`src/rtl/cache_arbiter_control_pkg.sv`:
```
// Shared types for the L1-to-L2 arbiter control.
// Holds the arbiter state enum and the mux select encodings used by the
// interconnect datapath, plus a helper mapping a select to its access state.
package cache_arbiter_control_pkg;

  typedef enum logic [1:0] {
    ARB_IDLE     = 2'd0,
    ARB_I_ACCESS = 2'd1,
    ARB_D_ACCESS = 2'd2
  } arb_state_t;

  localparam logic ARB_SEL_I = 1'b0;
  localparam logic ARB_SEL_D = 1'b1;

  function automatic arb_state_t accessStateFor(input logic sel);
    return (sel == ARB_SEL_D) ? ARB_D_ACCESS : ARB_I_ACCESS;
  endfunction

endpackage

```
`src/rtl/cache_arbiter_control_arb_watchdog.sv`:
```
// Response watchdog for the arbiter: counts access cycles spent waiting for
// the L2 completion and flags when the count reaches WDOG_CYCLES.
// Ports:
//   clk, rst_n  - clock, asynchronous active-low reset
//   clear_i     - restart the count (a new access is being entered)
//   count_i     - one more access cycle passed without a completion
//   expired_o   - count equals WDOG_CYCLES (never asserted when WDOG_CYCLES = 0)
module arb_watchdog #(
  parameter int unsigned WDOG_CYCLES = 255,
  parameter int unsigned WDOG_W      = 8
) (
  input  logic clk,
  input  logic rst_n,
  input  logic clear_i,
  input  logic count_i,
  output logic expired_o
);

  logic [WDOG_W-1:0] wdog_q;
  logic [WDOG_W-1:0] wdog_d;

  // Clear wins over counting; the counter saturates instead of wrapping so a
  // very long stall can never alias back onto the compare value.
  always_comb begin
    wdog_d = wdog_q;
    if (clear_i) begin
      wdog_d = '0;
    end else if (count_i && (wdog_q != '1)) begin
      wdog_d = wdog_q + WDOG_W'(1);
    end
  end

  always_ff @(posedge clk or negedge rst_n) begin
    if (!rst_n) begin
      wdog_q <= '0;
    end else begin
      wdog_q <= wdog_d;
    end
  end

  assign expired_o = (WDOG_CYCLES != 0) && (wdog_q == WDOG_W'(WDOG_CYCLES));

endmodule

```
`src/rtl/cache_arbiter_control.sv`:
```
// Control half of the L1-to-L2 interconnect. Arbitrates the single L2 port
// between icache and dcache (round-robin on conflict, no bubble between
// back-to-back grants), drives the datapath mux selects, forwards strobes and
// completions, and keeps a sticky protocol error flag.
// Ports:
//   clk, rst_n                    - clock, asynchronous active-low reset
//   icache_read/_write            - icache L2 request, level
//   dcache_read/_write            - dcache L2 request, level
//   icache_resp, dcache_resp      - one-cycle completion to the granted cache
//   l2_read, l2_write, l2_resp    - L2 strobes out, L2 completion in
//   l2wdatamux_sel, l2selmux_sel,
//   l2adrmux_sel                  - datapath selects, 0 = icache, 1 = dcache
//   protocol_err                  - sticky, cleared only by rst_n
module cache_arbiter_control
  import cache_arbiter_control_pkg::*;
#(
  parameter int unsigned WDOG_CYCLES = 255,
  parameter int unsigned WDOG_W      = 8
) (
  input  logic clk,
  input  logic rst_n,
  input  logic icache_read,
  input  logic icache_write,
  input  logic dcache_read,
  input  logic dcache_write,
  output logic icache_resp,
  output logic dcache_resp,
  output logic l2_read,
  output logic l2_write,
  input  logic l2_resp,
  output logic l2wdatamux_sel,
  output logic l2selmux_sel,
  output logic l2adrmux_sel,
  output logic protocol_err
);

  arb_state_t state_q, state_d;
  logic       grant_q, grant_d;
  logic       lastGrant_q, lastGrant_d;
  logic       protocolErr_q;

  logic ireq, dreq;
  logic inAccess;
  logic curRd, curWr;
  logic otherReq;
  logic wdogClear, wdogCount, wdogExpired;
  logic errSet;

  assign ireq     = icache_read | icache_write;
  assign dreq     = dcache_read | dcache_write;
  assign inAccess = (state_q != ARB_IDLE);
  assign curRd    = (grant_q == ARB_SEL_D) ? dcache_read  : icache_read;
  assign curWr    = (grant_q == ARB_SEL_D) ? dcache_write : icache_write;
  assign otherReq = (grant_q == ARB_SEL_D) ? ireq : dreq;

  // State and grant registers. grant drives the selects, so it resets to the
  // icache encoding and only moves when a new access is entered.
  always_ff @(posedge clk or negedge rst_n) begin
    if (!rst_n) begin
      state_q     <= ARB_IDLE;
      grant_q     <= ARB_SEL_I;
      lastGrant_q <= ARB_SEL_I;
    end else begin
      state_q     <= state_d;
      grant_q     <= grant_d;
      lastGrant_q <= lastGrant_d;
    end
  end

  // Next-state logic. On a completion the other requester is taken directly
  // if it is waiting, which is what makes the round-robin alternate and what
  // stops the finishing requester from being re-granted on the next cycle.
  always_comb begin
    state_d     = state_q;
    grant_d     = grant_q;
    lastGrant_d = lastGrant_q;
    case (state_q)
      ARB_IDLE: begin
        if (ireq || dreq) begin
          if (ireq && dreq) begin
            grant_d = ~lastGrant_q;
          end else if (dreq) begin
            grant_d = ARB_SEL_D;
          end else begin
            grant_d = ARB_SEL_I;
          end
          lastGrant_d = grant_d;
          state_d     = accessStateFor(grant_d);
        end
      end
      ARB_I_ACCESS, ARB_D_ACCESS: begin
        if (l2_resp) begin
          if (otherReq) begin
            grant_d     = ~grant_q;
            lastGrant_d = ~grant_q;
            state_d     = accessStateFor(~grant_q);
          end else begin
            state_d = ARB_IDLE;
          end
        end else if (!curRd && !curWr) begin
          state_d = ARB_IDLE;
        end
      end
      default: begin
        state_d = ARB_IDLE;
      end
    endcase
  end

  // Outputs. Strobes and completions pass straight through from the granted
  // cache and L2 so there is no added latency inside an access.
  always_comb begin
    l2_read        = 1'b0;
    l2_write       = 1'b0;
    icache_resp    = 1'b0;
    dcache_resp    = 1'b0;
    l2wdatamux_sel = grant_q;
    l2selmux_sel   = grant_q;
    l2adrmux_sel   = grant_q;
    case (state_q)
      ARB_I_ACCESS: begin
        l2_read     = icache_read;
        l2_write    = icache_write;
        icache_resp = l2_resp;
      end
      ARB_D_ACCESS: begin
        l2_read     = dcache_read;
        l2_write    = dcache_write;
        dcache_resp = l2_resp;
      end
      default: begin
      end
    endcase
  end

  // Any state change into an access state starts a fresh wait, including the
  // direct I-to-D / D-to-I handover.
  assign wdogClear = (state_d != ARB_IDLE) && (state_d != state_q);
  assign wdogCount = inAccess && !l2_resp;

  arb_watchdog #(
    .WDOG_CYCLES (WDOG_CYCLES),
    .WDOG_W      (WDOG_W)
  ) u_watchdog (
    .clk       (clk),
    .rst_n     (rst_n),
    .clear_i   (wdogClear),
    .count_i   (wdogCount),
    .expired_o (wdogExpired)
  );

  // Protocol violations: stray completion in IDLE, read and write together,
  // request withdrawn before completion, or the watchdog running out.
  assign errSet = (!inAccess && l2_resp)
                | (inAccess && curRd && curWr)
                | (inAccess && !curRd && !curWr && !l2_resp)
                | (inAccess && wdogExpired);

  always_ff @(posedge clk or negedge rst_n) begin
    if (!rst_n) begin
      protocolErr_q <= 1'b0;
    end else begin
      protocolErr_q <= protocolErr_q | errSet;
    end
  end

  assign protocol_err = protocolErr_q;

endmodule
```
`config.mk`:
```
export PLATFORM = sky130hd
export DESIGN_NAME = cache_arbiter_control
export DESIGN_NICKNAME = d
export VERILOG_FILES = /design/src/rtl/cache_arbiter_control_pkg.sv /design/src/rtl/cache_arbiter_control_arb_watchdog.sv /design/src/rtl/cache_arbiter_control.sv
export SDC_FILE = /design/constraint.sdc
export NUM_CORES = 1
export LEC_CHECK = 0
export BUFFER_PORTS_ARGS = -buffer_cell sky130_fd_sc_hd__buf_2
export CORE_MARGIN = 8
export CORE_UTILIZATION = 50
export DETAILED_ROUTE_END_ITERATION = 6
export GPL_TIMING_DRIVEN = 0
export HOLD_SLACK_MARGIN = 0.08
export PLACE_DENSITY = 0.76
export SYNTH_ARGS = -nofsm -noshare
export SYNTH_HDL_FRONTEND = slang
export SYNTH_HIERARCHICAL = 1
export SYNTH_SLANG_ARGS = --single-unit
```
`constraint.sdc`:
```
create_clock -name clk -period 2.8 [get_ports clk]
set_input_delay 0.56 -clock clk [delete_from_list [all_inputs] [get_ports clk]]
set_output_delay 0.56 -clock clk [all_outputs]
set_load 0.02 [all_outputs]
```
==> results of run 1 <==
[worst max-delay path, cell delays in order, from the launching register on]
cell and delay (ns):
dfrtp_1 0.45, inv_1 0.13, ha_1 0.37, a21oi_1 0.32
o2bb2ai_1 0.13, o32ai_1 0.29, a32o_1 0.20, clkbuf_2 0.23
nor2b_1 0.07, mux2_4 0.26
[area by class of cell]
| cell class | count | share of cell area (%) |
|---|---|---|
| Sequential cell | 12 | 28.8 |
| Multi-Input combinational cell | 77 | 55.3 |
| Tap cell | 25 | 3.00 |
| Inverter | 6 | 2.16 |
| Clock buffer | 3 | 2.16 |
| Timing Repair Buffer | 14 | 6.71 |
| Buffer | 3 | 1.92 |
[sequential cells by signal, indices dropped and copies added, names as in the netlist]
name               flops
lastGrant_q            1
state_q                2
u_watchdog/wdog_q      8
protocol_err           1
[synthesized netlist by cell type (all sizes together)]
cell type	n	area share (%)
o32ai	1	0.97
o21ai	5	3.2
mux2	2	2.9
nand3	4	2.2
and2	3	2.2
dfrtp	12	33
o21bai	3	2.5
clkbuf	1	0.41
nor2	4	1.7
nor3b	2	2.2
nor4b	1	0.97
a211oi	4	3.3
buf	2	1.7
ha	5	6.9
a21boi	1	1.2
o41ai	1	1.8
mux2i	2	2.2
a22oi	2	1.7
a21oi	5	2.8
o31a	1	0.97
nand2	3	1.2
o21a	1	0.83
inv	6	2.5
and4	2	2.3
and3	1	0.69
nor2b	4	2.8
nor3	4	2.2
o31ai	1	0.83
nand2b	4	2.8
a21o	1	0.83
or4b	1	1.1
a31oi	3	2.1
o2bb2ai	1	0.97
nand4	2	1.4
o2111ai	1	0.97
nor4	1	0.69
a32o	1	1.1
[final timing paths]
path	startpoint	endpoint	slack, ns	depth (start not counted)
max	state_q[1]	u_watchdog/wdog_q[0]	0.24	9
min	rst_n	lastGrant_q	0.16	1
max reg2reg	state_q[1]	u_watchdog/wdog_q[0]	0.24	9
min reg2reg	protocol_err	protocol_err	0.45	1
max in group asynchronous	rst_n	state_q[0]	2.42	1
min in group clk	protocol_err	protocol_err	0.45	1
[cell families (layout without fill, tap and decap cells)]
group	count (synthesis)	in the layout	share of synthesized area [%]
AND/OR/NAND/NOR	36	36	24.4
buffers and inverters	9	26	4.55
flip-flops	12	12	33.1
adder cells (fa/ha/maj)	5	5	6.90
AO/OA/AOI/OAI	32	32	25.9
multiplexers	4	4	5.10
[power by group]
part	internal, mW	switching (mW)	total (mW)
logic	0.244	0.315	0.559
clock network	0.0497	0.0504	0.100
registers	0.209	0.0514	0.260
[metal layers]
metal	wire length, um	share of wire, %	vias to the layer above	global-route usage, %
li1	-	-	409	-
met2	893	45	29	18.3
met5	0	0	-	0
met1	956	48	388	16.2
met4	12	0.60	0	4.10
met3	127	6.4	2	4.57
[through the flow]
stage / area [um2] / power (mW) / cells / hold WS [ns] / setup WS, ns
after floorplan: 907 / 0.663 / 98 / 0.264 / 0.566
after global placement: 1010 / 0.777 / 137 / 0.434 / 0.266
after detailed placement: 1010 / 0.793 / 137 / 0.442 / 0.186
after CTS: 1030 / 0.899 / 140 / 0.156 / 0.168
after global routing: 1040 / 0.995 / 140 / 0.167 / 0.0915
final: 1040 / 0.919 / 140 / 0.159 / 0.239
[timing repair]
| action | in CTS | in global routing |
|---|---|---|
| gates resized for setup | 0 | 3 |
| hold buffers | 0 | 0 |
| endpoints found under the setup margin | 0 | 4 |
==> results.sh, run 1 <==
export IMPL_fillCellCount=144
export IMPL_fin_skew_ns=0.00351
export IMPL_area_growth_syn_to_layout_pct=15.0
export IMPL_hold_path_class="input pin to asynchronous set/reset pin"
export IMPL_ys_types=42
export IMPL_drive_above_1_share_pct=25.2
export IMPL_drt_iter0_drc=18
export IMPL_seq_area_frac_synth_pct=33.1
export IMPL_setup_tns_ns=0
export IMPL_grt_start_max_net_pins=13
export IMPL_multi_input_area_um2=577
export IMPL_status="finished, final reports clean"
export IMPL_io_pins=15
export IMPL_cp_max_fo=10
export IMPL_setup_viol=0
export IMPL_layout_min_cycle_time_ns=2.56
export IMPL_power_density_nw_per_um2=881
export IMPL_slew_headroom_pct=64.4
export IMPL_worstSetupPathType="register to register"
export IMPL_cts_root_buffer="clkbuf_4"
export IMPL_tightest_slew_ns=0.530
export IMPL_avgRoutedWirePerCell_um=14.2
export IMPL_cts_tree="built"
export IMPL_vias=828
export IMPL_diodes=0
export IMPL_finalCritPeriodShare_pct=91.5
export IMPL_ys_ff_latch=12
export IMPL_rsz0062_at_grt="no"
export IMPL_synthCells=98
export IMPL_ant_nets=0
export IMPL_avgSynthCellArea_um2=9.26
export IMPL_postCtsSetupBuffers=0
export IMPL_gp_congestion=0.876
export IMPL_wl_mm=1.99
export IMPL_cts_sinks=12
export IMPL_crit_path_start_kind="register"
export IMPL_worstPathArrival_ns=2.71
export IMPL_gr_total_overflow=0
export IMPL_fin_nets=129
export IMPL_ys_warn_count=6
export IMPL_fp_dieArea_um2=3430
export IMPL_maxCapViolCount=0
export IMPL_numPortBuffers=14
export IMPL_initial_core_util_pct=53.1
export IMPL_layout_common_cells="14 x buf_2, 12 x dfrtp_1, 6 x inv_1"
export IMPL_grt_pass1_vias=741
export IMPL_dieHeight_um=58.6
export IMPL_clock_latency_ns=0.27
export IMPL_hold_violations=0
export IMPL_seq_area_um2=300
export IMPL_leakagePower_nw=0.443
export IMPL_first_pass_iters=4
export IMPL_slew_viol_final=0
export IMPL_syn_cell_area_um2=907
export IMPL_coreArea_um2=1710
export IMPL_grt_first_pass_wirelength_mm=3.36
export IMPL_peakVddDrop_v=0.000668
export IMPL_antenna_found_initial=0
export IMPL_dp_hpwl_mm=1.52
export IMPL_finish_utilization_pct=61.1
export IMPL_clk_pin_slew_ns=0.07
export IMPL_track_usage_pct=12.4
export IMPL_cts_max_level=1
export IMPL_vias_per_cell=5.91
export IMPL_numCtsBuffers=3
export IMPL_drcViolationCount=0
export IMPL_fp_dieW_um=58.6
export IMPL_required_ns=2.95
export IMPL_num_rows=15
export IMPL_worst_setup_path_end_kind="register"
export IMPL_syn_nets=110
export IMPL_max_freq_ghz=0.390
export IMPL_max_clock_path_buffers=2
export IMPL_final_common_cell="buf_2"
Power figures use the tool's default switching activity.
==> inputs of run 2 (changes only) <==
--- a/config.mk
+++ b/config.mk
@@ -12,6 +12,7 @@
 export GPL_TIMING_DRIVEN = 0
 export HOLD_SLACK_MARGIN = 0.08
 export PLACE_DENSITY = 0.76
+export REMOVE_ABC_BUFFERS = 1
 export SYNTH_ARGS = -nofsm -noshare
 export SYNTH_HDL_FRONTEND = slang
 export SYNTH_HIERARCHICAL = 1
==> results.sh, run 2 (synthesis results as in run 1) <==
export IMPL_clk_pin_slew_ns=0.08
export IMPL_required_ns=2.97
export IMPL_fp_dieArea_um2=3430
export IMPL_fin_cells=137
export IMPL_placed_cells=134
export IMPL_reg2reg_from="state_q[1]"
export IMPL_grt_start_max_net_pins=13
export IMPL_slew_viol_final=0
export IMPL_dieHeight_um=58.6
export IMPL_status="finished, final reports clean"
export IMPL_avgRoutedWirePerCell_um=14.0
export IMPL_rrSetupSlack_ns=0.29
export IMPL_layout_common_cells="14 x buf_2, 12 x dfrtp_1, 6 x inv_1"
export IMPL_grt_pass1_vias=760
export IMPL_power_density_nw_per_um2=862
export IMPL_fin_skew_ns=0.00579
export IMPL_diodes=0
export IMPL_drt_iter0_drc=44
export IMPL_cts_root_buffer="clkbuf_4"
export IMPL_fin_nets=126
export IMPL_cp_max_fo=11
export IMPL_area_growth_syn_to_layout_pct=11.6
export IMPL_tightest_slew_ns=0.534
export IMPL_drive_above_1_share_pct=23.2
export IMPL_worstSetupPathType="register to register"
export IMPL_clock_latency_ns=0.28
export IMPL_finish_utilization_pct=59.3
export IMPL_cp_startpoint="state_q[1]"
export IMPL_peakVddDrop_v=0.000578
export IMPL_hold_path_class="input pin to asynchronous set/reset pin"
export IMPL_vias_per_cell=5.85
export IMPL_final_common_cell="buf_2"
export IMPL_num_rows=15
export IMPL_grt_first_pass_wirelength_mm=3.36
export IMPL_endpoint="u_watchdog/wdog_q[0]"
export IMPL_finalCritPeriodShare_pct=89.5
export IMPL_initial_core_util_pct=53.1
export IMPL_setup_tns_ns=0
export IMPL_pre_cts_slack_ns=0.340
export IMPL_biggestRegsByFlops="u_watchdog/wdog_q (8), state_q (2)"
export IMPL_postCtsSetupBuffers=0
export IMPL_cts_max_level=1
export IMPL_rsz0062_at_grt="no"
export IMPL_max_freq_ghz=0.399
export IMPL_setup_viol=0
export IMPL_top_layer_used="met4"
export IMPL_largest_reg_flops=8
export IMPL_numPortBuffers=14
export IMPL_wl_met1_um=951
export IMPL_layout_min_cycle_time_ns=2.51
export IMPL_worstReg2RegEnd="u_watchdog/wdog_q[0]"
export IMPL_fp_dieW_um=58.6
export IMPL_drcViolationCount=0
export IMPL_wl_met3_um=98
export IMPL_worst_setup_path_end_kind="register"
export IMPL_io_pins=15
export IMPL_worstPathArrival_ns=2.67
export IMPL_power_uw=873
export IMPL_numCtsBuffers=3
export IMPL_gp_congestion=0.852
export IMPL_regMostFlops="u_watchdog/wdog_q"
export IMPL_first_pass_iters=4
export IMPL_vias=801
export IMPL_ant_nets=0
export IMPL_routed_wl_met2_um=840
export IMPL_holdBufCountCts=0
export IMPL_cts_tree="built"
export IMPL_cts_resized=0
export IMPL_max_clock_path_buffers=2
export IMPL_cts_sinks=12
export IMPL_leakagePower_nw=0.427
export IMPL_antenna_found_initial=0
export IMPL_dp_hpwl_mm=1.45
export IMPL_maxCapViolCount=0
export IMPL_hold_violations=0
export IMPL_coreArea_um2=1710
export IMPL_wl_mm=1.92
export IMPL_setup_ws_ns=0.295
export IMPL_track_usage_pct=12.4
export IMPL_ff2ff_path_depth=8
export IMPL_gr_total_overflow=0
export IMPL_slew_headroom_pct=64.1
export IMPL_crit_path_start_kind="register"
-- run 2: area by class of cell --
class / count / area, um2
Fill cell: 137 / 696
Multi-Input combinational cell: 77 / 566
Sequential cell: 12 / 300
Timing Repair Buffer: 14 / 70.1
Tap cell: 25 / 31.3
Clock buffer: 3 / 22.5
Inverter: 6 / 22.5
-- run 2: layer usage --
metal | vias up | track usage [%]
li1 | 405 | -
met1 | 371 | 16.3
met2 | 20 | 19.2
met3 | 5 | 2.17
met4 | 0 | 5.46
met5 | - | 0
-- run 2: worst max-delay path, stage by stage, from the launching register on --
cell and delay, ns:
dfrtp_1 0.44, inv_1 0.12, ha_1 0.36, a21oi_1 0.24, o2bb2ai_1 0.12, o32ai_1 0.33, a32o_1 0.41, nor2b_1 0.10
mux2_4 0.28
-- run 2: power by group --
group | internal [mW] | switching, mW | total (mW)
registers | 0.209 | 0.0468 | 0.255
logic | 0.212 | 0.298 | 0.509
clock network | 0.0498 | 0.0582 | 0.108
-- run 2: worst min-delay path by stage --
stage	from	end	slack (ns)	depth (start not counted)
final	rst_n	lastGrant_q	0.15	1
after global routing	rst_n	lastGrant_q	0.18	1
after CTS	rst_n	lastGrant_q	0.16	1
after detailed placement	protocol_err	protocol_err	0.44	1
after global placement	protocol_err	protocol_err	0.43	1
after floorplan	rst_n	lastGrant_q	0.26	0
-- run 2: per-stage QoR --
step / hold slack [ns] / instance area [um2]
2_1_floorplan: 0.264 / 888
3_3_place_gp: 0.433 / 990
3_5_place_dp: 0.442 / 990
4_1_cts: 0.158 / 1010
5_1_grt: 0.177 / 1010
6_report: 0.148 / 1010
==> inputs of run 3 (changes only) <==
--- a/config.mk
+++ b/config.mk
@@ -7,11 +7,11 @@
 export LEC_CHECK = 0
 export BUFFER_PORTS_ARGS = -buffer_cell sky130_fd_sc_hd__buf_2
 export CORE_MARGIN = 8
-export CORE_UTILIZATION = 50
+export CORE_UTILIZATION = 54
 export DETAILED_ROUTE_END_ITERATION = 6
 export GPL_TIMING_DRIVEN = 0
 export HOLD_SLACK_MARGIN = 0.08
-export PLACE_DENSITY = 0.76
+export PLACE_DENSITY = 0.81
 export REMOVE_ABC_BUFFERS = 1
 export SYNTH_ARGS = -nofsm -noshare
 export SYNTH_HDL_FRONTEND = slang
==> results.sh, run 3 (synthesis results as in run 1) <==
export IMPL_layout_min_cycle_time_ns=2.52
export IMPL_grt_start_max_net_pins=13
export IMPL_track_usage_pct=12.8
export IMPL_cp_cell_sequence="inv_1 > ha_1 > a21oi_1 > o41ai_2 > o21ai_2 > a32o_1 > o21bai_1 > a31oi_1"
export IMPL_vias_per_cell=6.42
export IMPL_placed_cells=126
export IMPL_max_clock_path_buffers=2
export IMPL_grt_pass1_vias=778
export IMPL_drive_above_1_share_pct=23.9
export IMPL_fillCellCount=151
export IMPL_diodes=0
export IMPL_regMostFlops="u_watchdog/wdog_q"
export IMPL_area_growth_syn_to_layout_pct=12.0
export IMPL_ant_nets=0
export IMPL_first_pass_iters=4
export IMPL_initial_core_util_pct=54.9
export IMPL_largest_reg_flops=8
export IMPL_cp_max_fo=11
export IMPL_hold_violations=0
export IMPL_slew_viol_final=0
export IMPL_vias=835
export IMPL_required_ns=2.99
export IMPL_critPathMaxStageDelay_ns=0.49
export IMPL_worstSetupPathType="register to register"
export IMPL_finalCritPeriodShare_pct=89.9
export IMPL_cts_max_level=1
export IMPL_clk_pin_slew_ns=0.08
export IMPL_ff2ff_path_depth=8
export IMPL_cp_slowest_cell="o41ai_2"
export IMPL_holdBufCountCts=0
export IMPL_coreArea_um2=1650
export IMPL_sw_frac_of_total_pct=44.3
export IMPL_placed_area_um2=980
export IMPL_fp_dieW_um=57.0
export IMPL_final_area_um2=1020
export IMPL_pwr_share_comb_pct=56.1
export IMPL_max_freq_ghz=0.397
export IMPL_numPortBuffers=14
export IMPL_status="finished, final reports clean"
export IMPL_io_pins=15
export IMPL_numCtsBuffers=3
export IMPL_power_share_sequential_pct=28.7
export IMPL_cts_root_buffer="clkbuf_4"
export IMPL_tightest_slew_ns=0.495
export IMPL_setup_ws_ns=0.284
export IMPL_fin_nets=126
export IMPL_leakagePower_nw=0.435
export IMPL_dieHeight_um=57.0
export IMPL_peakVddDrop_v=0.000564
export IMPL_fp_dieArea_um2=3250
export IMPL_rrSetupSlack_ns=0.28
export IMPL_worstReg2RegEnd="u_watchdog/wdog_q[3]"
export IMPL_power_density_nw_per_um2=882
export IMPL_num_rows=15
export IMPL_postCtsSetupBuffers=0
export IMPL_cts_sinks=12
export IMPL_grt_first_pass_wirelength_mm=3.44
export IMPL_avgRoutedWirePerCell_um=15.4
export IMPL_pre_cts_slack_ns=0.307
export IMPL_setup_viol=0
export IMPL_switchingPower_uw=397
export IMPL_worstPathArrival_ns=2.71
export IMPL_fin_skew_ns=0.00288
export IMPL_antenna_found_initial=0
export IMPL_reg2reg_from="state_q[1]"
export IMPL_clock_latency_ns=0.27
export IMPL_drcViolationCount=0
export IMPL_crit_path_start_kind="register"
export IMPL_hold_path_class="input pin to asynchronous set/reset pin"
export IMPL_slew_headroom_pct=66.7
export IMPL_setup_tns_ns=0
export IMPL_rsz0062_at_grt="no"
export IMPL_final_common_cell="buf_2"
export IMPL_p_clk_share_pct=15.2
export IMPL_wl_mm=2.00
export IMPL_holdWs_ns=0.158
export IMPL_cts_tree="built"
export IMPL_gp_congestion=0.827
export IMPL_worst_setup_path_end_kind="register"
export IMPL_biggestRegsByFlops="u_watchdog/wdog_q (8), state_q (2)"
export IMPL_cts_resized=0
export IMPL_p_int_uw=499
export IMPL_dp_hpwl_mm=1.50
export IMPL_layout_common_cells="14 x buf_2, 12 x dfrtp_1, 6 x inv_1"
export IMPL_drt_iter0_drc=26
export IMPL_gr_total_overflow=0
export IMPL_fin_cells=130
export IMPL_maxCapViolCount=0
## run 3: power groups by stage
stage	Clock (mW)	Sequential (mW)	Combinational, mW
after floorplan	0	0.278	0.358
after global placement	0	0.257	0.485
after detailed placement	0	0.260	0.503
after CTS	0.142	0.258	0.504
after global routing	0.148	0.266	0.557
final	0.136	0.257	0.503
## run 3: metal layers
metal / up-vias / global-route usage, % / wire length (um)
met1: 400 / 14.6 / 891
met2: 30 / 21.1 / 946
li1: 403 / - / -
met4: 0 / 5.37 / 12
met5: - / 0 / 0
met3: 2 / 4.21 / 154
## run 3: through the flow
step	utilization, %	power [mW]
2_1_floorplan	-	0.636
3_3_place_gp	59.3	0.742
3_5_place_dp	59.3	0.764
4_1_cts	61.5	0.904
5_1_grt	61.5	0.971
6_report	61.5	0.896
## run 3: worst max path at each step
| stage | end | slack, ns | from |
|---|---|---|---|
| floorplan | u_watchdog/wdog_q[0] | 0.62 | lastGrant_q |
| global placement | u_watchdog/wdog_q[0] | 0.43 | state_q[1] |
| global route | u_watchdog/wdog_q[3] | 0.05 | state_q[1] |
| CTS | u_watchdog/wdog_q[3] | 0.30 | state_q[1] |
| finish | u_watchdog/wdog_q[3] | 0.28 | state_q[1] |
| detailed placement | u_watchdog/wdog_q[3] | 0.31 | state_q[1] |
## run 3: final cells by class
type	instances	area, um2	area share, %
Tap cell	17	21.3	2.09
Sequential cell	12	300	29.6
Inverter	6	22.5	2.22
Clock buffer	4	36.3	3.57
Timing Repair Buffer	14	70.1	6.90
Multi-Input combinational cell	77	566	55.7
## run 3: worst max-delay path: cells and delay by family (launching register included)
family,cells,cell delay [ns]
AO/OA/AOI/OAI,6,1.48
adder cells (fa/ha/maj),1,0.39
buffers and inverters,1,0.12
flip-flops,1,0.44
